### src/rtl/s2_rr_arb.sv
// Four-source round-robin burst arbiter driving the S2 mux/register stage.
// Grants, selects and S2 output tags are all registered.
module s2_rr_arb #(
  parameter int MAX_BEATS = 8
) (
  input  logic       CLK,
  input  logic       CLR,
  input  logic [3:0] req,
  input  logic [3:0] last,
  output logic [3:0] gnt,
  output logic       A1,
  output logic       B1,
  output logic       A0,
  output logic       B0,
  output logic       out_valid,
  output logic [1:0] out_src,
  output logic       busy
);

  localparam int BW = $clog2(MAX_BEATS + 1);

  typedef enum logic {IDLE, GRANT} state_t;

  state_t        state;
  logic [1:0]    owner;
  logic [1:0]    last_owner;
  logic [1:0]    sel;
  logic [BW-1:0] beat;

  logic          done;
  logic [3:0]    cand;
  logic [1:0]    win_idle;
  logic [1:0]    win_next;

  // First asserted bit searching ptr+1, ptr+2, ptr+3, then ptr itself.
  function automatic logic [1:0] rr_pick(
    input logic [1:0] ptr,
    input logic [3:0] r
  );
    logic [1:0] idx;
    rr_pick = ptr;
    for (int k = 4; k >= 1; k--) begin
      idx = ptr + 2'(k);
      if (r[idx]) rr_pick = idx;
    end
  endfunction

  // Owner only competes again when its burst was cut by the beat limit.
  always_comb begin
    done = last[owner] | ~req[owner]
         | (beat == BW'(MAX_BEATS));
    cand = req;
    if (last[owner]) cand[owner] = 1'b0;
  end

  assign win_idle = rr_pick(last_owner, req);
  assign win_next = rr_pick(owner, cand);

  always_ff @(posedge CLK or posedge CLR) begin
    if (CLR) begin
      state      <= IDLE;
      owner      <= 2'd0;
      last_owner <= 2'd3;
      sel        <= 2'd0;
      beat       <= '0;
      gnt        <= 4'b0;
      out_valid  <= 1'b0;
      out_src    <= 2'd0;
    end else begin
      out_valid <= |gnt;
      out_src   <= owner;
      unique case (state)
        IDLE: begin
          if (|req) begin
            state <= GRANT;
            owner <= win_idle;
            sel   <= win_idle;
            gnt   <= 4'b1 << win_idle;
            beat  <= BW'(1);
          end
        end
        GRANT: begin
          if (done) begin
            last_owner <= owner;
            if (|cand) begin
              owner <= win_next;
              sel   <= win_next;
              gnt   <= 4'b1 << win_next;
              beat  <= BW'(1);
            end else begin
              state <= IDLE;
              gnt   <= 4'b0;
              beat  <= '0;
            end
          end else begin
            beat <= beat + BW'(1);
          end
        end
        default: state <= IDLE;
      endcase
    end
  end

  assign A1   = sel[1];
  assign B1   = sel[1];
  assign A0   = sel[0];
  assign B0   = sel[0];
  assign busy = (state == GRANT);

endmodule

### config.mk
export PLATFORM = sky130hd
export DESIGN_NAME = s2_rr_arb
export DESIGN_NICKNAME = d
export VERILOG_FILES = /design/src/rtl/s2_rr_arb.sv
export SDC_FILE = /design/constraint.sdc
export NUM_CORES = 1
export LEC_CHECK = 0
export ABC_AREA = 1
export BUFFER_PORTS_ARGS = -buffer_cell sky130_fd_sc_hd__buf_2
export CAP_MARGIN = 20
export CORE_MARGIN = 5
export CORE_UTILIZATION = 25
export CTS_CLUSTER_DIAMETER = 30
export DETAILED_ROUTE_END_ITERATION = 10
export PLACE_DENSITY = 0.5
export SYNTH_ARGS = -nofsm -noshare
export SYNTH_HDL_FRONTEND = slang
export SYNTH_SLANG_ARGS = --single-unit
### constraint.sdc
create_clock -name CLK -period 3.01 [get_ports CLK]
set_input_delay 0.301 -clock CLK [delete_from_list [all_inputs] [get_ports CLK]]
set_output_delay 0.301 -clock CLK [all_outputs]
set_load 0.03 [all_outputs]
==> results summary <==
The first routing iteration left 25 violations. The compound-gate portion of the synthesized area is 15.0%. The CTS H-tree depth is 1. In this run, synthesis produced a sequential element count of 16.

The number of nets in the layout is 223. After layout, the worst path uses 69.5% of the clock period. The final hold violation count came out at 0. The sum of negative setup slack is 0 ps. Setup violations remaining at the end of the flow were counted as 0. The delay of the slowest cell on the worst path came out at 520 ps. The height of the chip came out at 81.7 um. Summing the areas of all and, or, nand and nor instances in the mapped netlist gives 35.7% of the synthesized area. The remaining design rule violation count is 0. Summing the areas of all fa, ha and maj instances in the mapped netlist gives 5.85% of the synthesized area. The final antenna diode count is 0. The count of clock tree sinks is 16. 22 I/O pins were placed.

The slowest stage of the critical path belongs to the cell sky130_fd_sc_hd__dfrtp_1. The critical path goes through inv_2 > ha_1 > inv_1 > nand3_1 > nand2_1 > o21ai_0 > nand2_1 > nand3_1 > nand2_1 > nor2_2 > nand2_1 > a21oi_1. The flow ran to the end, and the final reports show no timing, DRC or antenna violations. The count of buffer and inverter cells on the critical path is 2. The detail-routed net length per standard cell came out at 11.5 um. Input and output buffers added on the ports amount to 21. The slew of the pin with the lowest slew margin is 666 ps.

For this run, the top clock speed supported by timing is 0.478 GHz. The largest family of logic cells by synthesized area is simple AND/OR/NAND/NOR gates. The number of standard-cell rows in the floorplan is 26. The remaining antenna violation count is 0.

The number of synthesized flops with an enable pin is 0. The TritonCTS buffer count came out at 3. The async set-reset flop share out of synthesis is 100%. The normalized max-slew margin came out at 55.6%.

The ratio of cells with drive above 1 in the final layout is 23.3%. The insertion delay of the later-clocked pin in the worst-skew pair came out at 250 ps. The aggregate global-route resource usage is 10.9%. The global-route wire length before repair came out at 5690 um. The worst hold slack is 132 ps. The starting utilization of the core area came out at 25.5%.

The top cell type by total area after synthesis is sky130_fd_sc_hd__dfrtp_1. The wire length after detailed routing came out at 3180 um. Across the run, the number of max-cap violations was 0. The count of different cell masters after synthesis came out at 33. After clock tree synthesis, the clock-pin slew on the worst setup and hold paths is 70 ps. From synthesis to final layout, the design area changed by 16.7%. The data required time of the worst path came out at 3190 ps. The mux share of post-synthesis cell area came out at 0%. In this run the cell area of the synthesized design comes to 0.00128 mm^2. The count of vias placed by the detailed router came out at 1186. The largest fanout on the critical path came out at 9. The number of pins with negative max-slew slack in the final report is 0.

The average instance in the mapped netlist occupies 6.94 um^2. The synthesized netlist cell count came out at 185. The setup skew after layout came out at 0.923 ps. The number of standard cells in the layout, taps in and fillers out came out at 276.

The critical path's most frequent cell is sky130_fd_sc_hd__nand2_1. STA classifies the critical path startpoint as a flip-flop. The total iterations of the first detailed-routing run is 4. The via count of the first global-routing pass is 1246. The register area share after synthesis is 31.4%.

The via-per-instance ratio came out at 4.30. The clock period minus final worst setup slack is 2090 ps. The core area came out at 0.00504 mm^2.

The die span in x came out at 81.7 um. The type of the setup path with the least slack is flip-flop to flip-flop. Setup repair after global routing left no endpoint under its margin.

STA puts the critical path data arrival time at 2270 ps. The total die area is 0.00667 mm^2. The top cell family by delay on the critical path is simple AND/OR/NAND/NOR gates.

The endpoint class of the critical path is a flip-flop. The overall overflow remaining after global route is 0. The final weighted congestion in routability-driven placement is 0.825. The largest net degree at the start of global routing is 17. The number of buffers inserted for hold repair after clock tree synthesis came out at 0. TritonCTS built the clock tree. Fill cells in the final layout number 566. Clock tree synthesis selected as its root buffer the cell sky130_fd_sc_hd__clkbuf_8. The initial antenna violation count came out at 0. The net count after synthesis is 201. Sorting the synthesized cells by area gives the leading types as sky130_fd_sc_hd__dfrtp_1 27%, sky130_fd_sc_hd__nand2_1 14%, sky130_fd_sc_hd__nand3_1 7.4%. In this run the worst hold path is classified as primary input to asynchronous set/reset pin.

The cell count after placement came out at 272. Detailed placement ended at an HPWL of 2490 um. The post-cts resize count is 0.

The most used flip-flop cell after synthesis is sky130_fd_sc_hd__dfrtp_1. Summing the areas of all xor and xnor instances in the mapped netlist gives 2.73% of the synthesized area. After synthesis, the largest area contributor takes up 27.3% of total cell area. The count of warnings emitted by yosys came out at 0. The number of post-CTS setup repair buffers is 0. The clock passes through at most 2 buffers.
## cell families after synthesis
logic type,count (synthesis)
simple gates,102
compound gates,31
buf+inv,26
flops,16
fa+ha+maj,6
xor+xnor,4
## worst reg2reg max path: cells and delay by family, from the launching register on
family	cells	cell delay, ps
adders and majority gates	1	350
DFF	1	520
AOI/OAI and AO/OA	2	320
buffers and inverters	2	230
and+or+nand+nor	7	600
## cells in the final DEF (no fill, tap or decap), types with 2 or more instances in the layout
cell | netlist | routed
sky130_fd_sc_hd__a21oi_1 | 8 | 8
sky130_fd_sc_hd__buf_2 | 0 | 21
sky130_fd_sc_hd__clkbuf_8 | 0 | 4
sky130_fd_sc_hd__dfrtp_1 | 14 | 14
sky130_fd_sc_hd__dfstp_2 | 2 | 2
sky130_fd_sc_hd__ha_1 | 6 | 6
sky130_fd_sc_hd__inv_1 | 17 | 17
sky130_fd_sc_hd__inv_2 | 4 | 4
sky130_fd_sc_hd__nand2_1 | 47 | 47
sky130_fd_sc_hd__nand2_2 | 6 | 6
sky130_fd_sc_hd__nand3_1 | 19 | 19
sky130_fd_sc_hd__nand3_2 | 3 | 3
sky130_fd_sc_hd__nor2_1 | 20 | 20
sky130_fd_sc_hd__nor2_2 | 2 | 2
sky130_fd_sc_hd__o21ai_0 | 8 | 8
sky130_fd_sc_hd__o21ai_1 | 5 | 5
sky130_fd_sc_hd__o22ai_1 | 2 | 2
sky130_fd_sc_hd__xor2_1 | 3 | 3
## routing by layer
| layer | up-vias | share of wire (%) | global-route usage (%) |
|---|---|---|---|
| met5 | - | 0 | 0 |
| met4 | 0 | 1.4 | 4.49 |
| met3 | 4 | 2.5 | 1.21 |
| met2 | 21 | 46 | 17.7 |
| met1 | 523 | 50 | 14.7 |
| li1 | 638 | - | - |
## synthesized netlist by cell type (2+ instances only)
library cell and count:
sky130_fd_sc_hd__nand2_1 47, sky130_fd_sc_hd__dfrtp_1 14, sky130_fd_sc_hd__a21oi_1 8, sky130_fd_sc_hd__inv_1 17
sky130_fd_sc_hd__nor2_1 20, sky130_fd_sc_hd__xor2_1 3, sky130_fd_sc_hd__nand2_2 6, sky130_fd_sc_hd__o22ai_1 2
sky130_fd_sc_hd__inv_2 4, sky130_fd_sc_hd__buf_4 2, sky130_fd_sc_hd__buf_6 2, sky130_fd_sc_hd__nand3_1 19
sky130_fd_sc_hd__o21ai_0 8, sky130_fd_sc_hd__o21ai_1 5, sky130_fd_sc_hd__ha_1 6, sky130_fd_sc_hd__nand3_2 3
sky130_fd_sc_hd__dfstp_2 2, sky130_fd_sc_hd__nor2_2 2
## per-stage QoR
stage / util, % / area (um^2) / worst slack [ps]
after floorplan: - / 1280 / 997
after global placement: 28.6 / 1440 / 1020
final: 29.7 / 1500 / 917
after detailed placement: 28.6 / 1440 / 957
after CTS: 29.7 / 1500 / 927
after global routing: 29.7 / 1500 / 685
## registers in the layout, indices dropped and copies added (netlist names)
signal and cells:
beat 4, gnt 4, last_owner 2, out_src 2, sel 2, busy 1, out_valid 1
## final timing paths
kind | cells past startpoint | startpoint | slack, ps | end
worst max-delay path | 12 | sel[1] | 920 | gnt[3]
max in group asynchronous | 2 | CLR | 2450 | gnt[0]
worst min register to register | 1 | gnt[0] | 500 | out_valid
worst min-delay path | 2 | CLR | 130 | out_src[0]
worst max register to register | 12 | sel[1] | 920 | gnt[3]
min in group CLK | 1 | gnt[0] | 500 | out_valid
## layout make-up
type	count	area, um^2	share of cell area, %
inverters	21	78.8	5.26
flip-flops and latches	16	403	26.9
repair buffers	22	113	7.52
multi-input cells	143	761	50.8
well taps	70	87.6	5.85
clock buffers	4	55.1	3.68
Power is left out: the tool's default activity adds up to more than one toggle a clock period on the data nets, which glitch-free logic cannot reach.
